--- config.mk ---
export PLATFORM = sky130hd
export DESIGN_NAME = mcu_spi_master
export DESIGN_NICKNAME = d
export VERILOG_FILES = /design/src/rtl/mcu_spi_master.sv
export SDC_FILE = /design/constraint.sdc
export NUM_CORES = 1
export LEC_CHECK = 0
export CORE_AREA = 2 2 53 92
export CTS_BUF_LIST = sky130_fd_sc_hd__clkbuf_16
export DETAILED_ROUTE_END_ITERATION = 12
export DIE_AREA = 0 0 55 94
export PLACE_DENSITY = 0.79
export SETUP_SLACK_MARGIN = 0.4
export SLEW_MARGIN = 25
export SYNTH_ARGS = -nofsm -noshare
export SYNTH_HDL_FRONTEND = slang
export SYNTH_SLANG_ARGS = --single-unit
--- constraint.sdc ---
create_clock -name clk -period 1.6 [get_ports clk]
set_input_delay 0.32 -clock clk [delete_from_list [all_inputs] [get_ports clk]]
set_output_delay 0.32 -clock clk [all_outputs]
set_load 0.005 [all_outputs]
--- src/rtl/mcu_spi_master.sv ---
// SPI master, mode 1 (CPOL=0, CPHA=1), MSB first. Each transaction sends a target byte
// followed by one or more payload bytes pulled through a valid/ready handshake.
module mcu_spi_master #(
  parameter int unsigned CLK_DIV = 2,
  parameter int unsigned CS_GAP  = 4
) (
  input  logic       clk,
  input  logic       reset,
  input  logic       cmd_start,
  input  logic [7:0] cmd_target,
  output logic       cmd_ready,
  input  logic [7:0] tx_data,
  input  logic       tx_valid,
  input  logic       tx_last,
  output logic       tx_ready,
  output logic [7:0] rx_data,
  output logic       rx_valid,
  output logic       busy,
  output logic       spi_io_ss,
  output logic       spi_io_clk,
  output logic       spi_io_din,
  input  logic       spi_io_dout
);

  localparam int unsigned CntMax = (CLK_DIV > CS_GAP) ? CLK_DIV : CS_GAP;
  localparam int unsigned CntW   = $clog2(CntMax + 1);
  localparam logic [CntW-1:0] DivLast = CntW'(CLK_DIV - 1);
  localparam logic [CntW-1:0] GapLast = CntW'(CS_GAP - 1);

  typedef enum logic [2:0] {
    StIdle,
    StSetup,
    StShift,
    StWait,
    StHold,
    StGap
  } state_e;

  state_e          state_q, state_d;
  logic [CntW-1:0] cnt_q, cnt_d;
  logic [2:0]      bit_q, bit_d;
  logic [7:0]      byte_q, byte_d;
  logic [7:0]      rx_shift_q, rx_shift_d;
  logic [7:0]      rx_data_q, rx_data_d;
  logic            rx_valid_q, rx_valid_d;
  logic            last_q, last_d;
  logic            payload_q, payload_d;
  logic            have_q, have_d;
  logic            ss_q, ss_d;
  logic            sck_q, sck_d;
  logic            din_q, din_d;

  logic            tick;
  logic            hs;
  logic [7:0]      rx_next;

  assign tick    = (cnt_q == DivLast);
  assign tx_ready = (state_q == StWait) && !have_q;
  assign hs      = tx_valid && tx_ready;
  assign rx_next = {rx_shift_q[6:0], spi_io_dout};

  always_comb begin
    state_d    = state_q;
    cnt_d      = cnt_q;
    bit_d      = bit_q;
    byte_d     = byte_q;
    rx_shift_d = rx_shift_q;
    rx_data_d  = rx_data_q;
    rx_valid_d = 1'b0;
    last_d     = last_q;
    payload_d  = payload_q;
    have_d     = have_q;
    ss_d       = ss_q;
    sck_d      = sck_q;
    din_d      = din_q;

    unique case (state_q)
      StIdle: begin
        cnt_d = '0;
        if (cmd_start) begin
          byte_d    = cmd_target;
          payload_d = 1'b0;
          last_d    = 1'b0;
          have_d    = 1'b0;
          ss_d      = 1'b0;
          state_d   = StSetup;
        end
      end

      StSetup: begin
        cnt_d = cnt_q + 1'b1;
        if (tick) begin
          cnt_d   = '0;
          bit_d   = '0;
          sck_d   = 1'b1;
          din_d   = byte_q[7];
          state_d = StShift;
        end
      end

      StShift: begin
        cnt_d = cnt_q + 1'b1;
        if (tick) begin
          cnt_d = '0;
          if (sck_q) begin
            sck_d      = 1'b0;
            rx_shift_d = rx_next;
            bit_d      = bit_q + 1'b1;
            if (bit_q == 3'd7) begin
              // Bits clocked in during the target byte are never reported.
              if (payload_q) begin
                rx_data_d  = rx_next;
                rx_valid_d = 1'b1;
              end
              state_d = last_q ? StHold : StWait;
            end
          end else begin
            sck_d = 1'b1;
            din_d = byte_q[~bit_q];
          end
        end
      end

      StWait: begin
        // Saturate so a late handshake can launch the next byte immediately.
        if (!tick) begin
          cnt_d = cnt_q + 1'b1;
        end
        if (hs) begin
          byte_d    = tx_data;
          last_d    = tx_last;
          payload_d = 1'b1;
          have_d    = 1'b1;
        end
        if ((hs || have_q) && tick) begin
          cnt_d   = '0;
          have_d  = 1'b0;
          sck_d   = 1'b1;
          din_d   = hs ? tx_data[7] : byte_q[7];
          state_d = StShift;
        end
      end

      StHold: begin
        cnt_d = cnt_q + 1'b1;
        if (tick) begin
          cnt_d   = '0;
          ss_d    = 1'b1;
          din_d   = 1'b0;
          state_d = StGap;
        end
      end

      StGap: begin
        cnt_d = cnt_q + 1'b1;
        if (cnt_q == GapLast) begin
          cnt_d   = '0;
          state_d = StIdle;
        end
      end

      default: begin
        state_d = StIdle;
      end
    endcase
  end

  always_ff @(posedge clk) begin
    if (!reset) begin
      state_q    <= StIdle;
      cnt_q      <= '0;
      bit_q      <= '0;
      byte_q     <= '0;
      rx_shift_q <= '0;
      rx_data_q  <= '0;
      rx_valid_q <= 1'b0;
      last_q     <= 1'b0;
      payload_q  <= 1'b0;
      have_q     <= 1'b0;
      ss_q       <= 1'b1;
      sck_q      <= 1'b0;
      din_q      <= 1'b0;
    end else begin
      state_q    <= state_d;
      cnt_q      <= cnt_d;
      bit_q      <= bit_d;
      byte_q     <= byte_d;
      rx_shift_q <= rx_shift_d;
      rx_data_q  <= rx_data_d;
      rx_valid_q <= rx_valid_d;
      last_q     <= last_d;
      payload_q  <= payload_d;
      have_q     <= have_d;
      ss_q       <= ss_d;
      sck_q      <= sck_d;
      din_q      <= din_d;
    end
  end

  assign cmd_ready  = (state_q == StIdle);
  assign busy       = (state_q != StIdle);
  assign rx_data    = rx_data_q;
  assign rx_valid   = rx_valid_q;
  assign spi_io_ss  = ss_q;
  assign spi_io_clk = sck_q;
  assign spi_io_din = din_q;

endmodule

==> summary.md <==
| Metric | Value |
|---|---|
| Ant. Diodes | 0 |
| Die area | 5170 um^2 |
| Sequential area share after synthesis | 39.6% |
| Top cells by count, synth | nand2_1 (53), dfxtp_1 (39), a21oi_1 (25) |
| Layout cell share with drive strength beyond 1 | 47.9% |
| Die Ht | 94 um |
| Setup violations, final | 0 |
| Pre-antenna DRT Iters | 4 |
| WL final | 6850 um |
| Top_reg_cell synth | dfxtp_1 |
| Post-synth cell types | 48 |
| Slowest cell on crit path | dfxtp_4 |
| CP Max Fanout | 7 |
| Post-route ant nets | 0 |
| Clock-pin slew on the worst setup and hold paths | 0.06 ns |
| Fmax | 0.627 GHz |
| WP buf/inv | 3 |
| # rows | 32 |
| Min Tclk post-route | 1.59 ns |
| Fraction of registers with async set/reset | 0% |
| Nets | 355 |
| Post-CTS Hold Fix Bufs | 0 |
| Share of the synthesized area in the top cell type | 39.6% |
| Skew final | 0.00745 ns |
| Vias | 2,201 |
| CP endpoint kind | flip-flop |
| Root buf cell | clkbuf_16 |
| Delay of the slowest cell on the worst path | 0.42 ns |
| Worst path cell trace | buf_6 -> inv_1 -> buf_4 -> nor3_1 -> o21ai_0 -> nand2_1 -> a21oi_2 |
| Core area | 4400 um^2 |
| DR WL/cell | 18.1 um |
| Largest net degree at the start of global routing | 33 |
| Overall Power | 4.52 mW |
| Family with the most delay on the worst path | simple AND/OR/NAND/NOR gates |
| Synth Net Count | 271 |
| Max-slew violation count | 0 |
| Hold Path Class | reg2reg |
| Port Buffer Count | 36 |
| Num Clock Sinks | 39 |
| Status | finished clean |
| Max Buffers Root-to-Sink | 2 |
| Synth Instances | 243 |
| Clock Latency Late Sink | 0.29 ns |
| P_leak | 1.24 nW |
| Peak supply drop | 0.000893 V |
| Synth Cell Area | 1970 um^2 |
| Max Cap Viol | 0 |
| Horiz. Die Dim | 55 um |
| Via-per-instance ratio | 5.81 |
| Syn_area_per_cell | 8.11 um^2 |
| Starting Density | 44.8% |
| Congestion Overflow GR | 0 |
| Initial antenna violation count | 0 |
| Fin Setup TNS | 0 ns |
| FILL cells | 274 |
| Startpoint type of the worst setup path | flip-flop |
| Iter 0 DRT Violations | 52 |
| Num CTS Buffers | 5 |
| Util after Layout | 75.4% |
| Global-route wire length before repair | 9560 um |
| RSZ-0062 raised after global routing | yes |
| Slew headroom | 77.1% |
| DRC Markers | 0 |
| Flop and latch count out of synthesis | 39 |
| Post-synth top area cell | dfxtp_1 |
| Crit Path Category | reg2reg |
| Synth Warn # | 0 |
| FF-to-FF setup slack | 0.006 ns |
| Worst hold margin | 0.450 ns |
| Placer Congestion | 0.898 |
| GRT Total Usage | 25.9% |
| Top cells by area, synth | dfxtp_1 (40%), nand2_1 (10%), a21oi_1 (6.3%) |
| Area Overhead vs Synth | 68.5% |
| Worst slew pin tran | 0.341 ns |
| Dpl hpwl | 3750 um |
| # H-tree levels | 2 |
| Top Ports | 37 |
| Req. time, crit path | 1.77 ns |
| Hold Violations, Final | 0 |
| CTS tree | yes |
| Vias in the first global route | 2,117 |
| EDFF count, synth | 0 |
| Most common cell in the netlist | nand2_1 |
| Power Dens Cells | 1360 nW/um^2 |
| Period utilization | 99.6% |
| Worst EP arrival | 1.76 ns |
==> layout make-up <==
type | instances | area (um^2) | share of cell area, %
Tap cell | 51 | 63.8 | 1.92
Sequential cell | 39 | 805 | 24.2
Multi-Input combinational cell | 180 | 1430 | 43.2
Clock inverter | 3 | 20.0 | 0.603
Timing Repair Buffer | 91 | 837 | 25.2
Inverter | 10 | 37.5 | 1.13
Clock buffer | 5 | 125 | 3.77
==> timing repair <==
action,4_1_cts,5_1_grt
resized for setup,67,66
setup buffers,13,6
pin swaps,20,22
setup endpoints to repair,54,49
gates cloned,2,0
==> power breakdown <==
group          internal [mW]  leakage (nW)  switching (mW)  total [mW]
logic                   1.19         0.850            1.09        2.28
registers               1.11         0.323           0.148        1.26
clock network          0.574        0.0658           0.406       0.980
==> cells by family after synthesis <==
| family | share of synthesized area (%) |
|---|---|
| muxes | 3.30 |
| xor gates and xnor gates | 0.444 |
| adders and majority gates | 3.81 |
| and+or+nand+nor | 24.4 |
| AOI/OAI and AO/OA | 22.1 |
| DFF | 39.6 |
| buffers and inverters | 6.35 |
==> cells in the final DEF (no fill, tap or decap), drive strengths merged, types with 6 or more instances in the layout <==
master	instances
a21oi	25
a311oi	8
buf	58
clkbuf	6
clkdlybuf4s15	7
clkdlybuf4s50	19
dfxtp	39
dlygate4sd2	6
ha	6
inv	10
nand2	53
nand3	6
nor2	23
nor3	6
o21ai	10
==> worst paths after layout <==
path              start    endpoint  cells after the start
min          rx_data[1]  rx_data[1]                      2
max reg2reg  state_q[2]  spi_io_din                      7
max          state_q[2]  spi_io_din                      7
min reg2reg  rx_data[1]  rx_data[1]                      2
==> state kept, by name (all words and copies together), names as in the netlist, 3 cells and up <==
| register | count |
|---|---|
| byte_q | 8 |
| cnt_q | 3 |
| rx_data | 8 |
| rx_shift_q | 7 |
| state_q | 3 |
| bit_q | 3 |
==> routing by layer <==
| layer | routed length [um] | vias to the layer above | track usage, % |
|---|---|---|---|
| met2 | 3790 | 92 | 47.5 |
| li1 | - | 1034 | - |
| met5 | 0 | - | 0 |
| met1 | 2380 | 1042 | 24.2 |
| met4 | 425 | 0 | 16.7 |
| met3 | 246 | 33 | 4.46 |
==> through the flow <==
| stage | worst slack, ns | cells | instance area, um^2 |
|---|---|---|---|
| 2_1_floorplan | 0.168 | 243 | 2080 |
| 3_3_place_gp | -0.220 | 350 | 2670 |
| 3_5_place_dp | -0.260 | 350 | 2670 |
| 4_1_cts | 0.0567 | 373 | 3060 |
| 5_1_grt | -0.0528 | 379 | 3320 |
| 6_report | 0.00604 | 379 | 3320 |
==> worst min-delay path, stage by stage, from the launching register on <==
cell and delay, ns:
dfxtp_1 0.30, nand2_1 0.05, a21oi_1 0.05
Note: power is estimated with default switching activity, not from simulation.
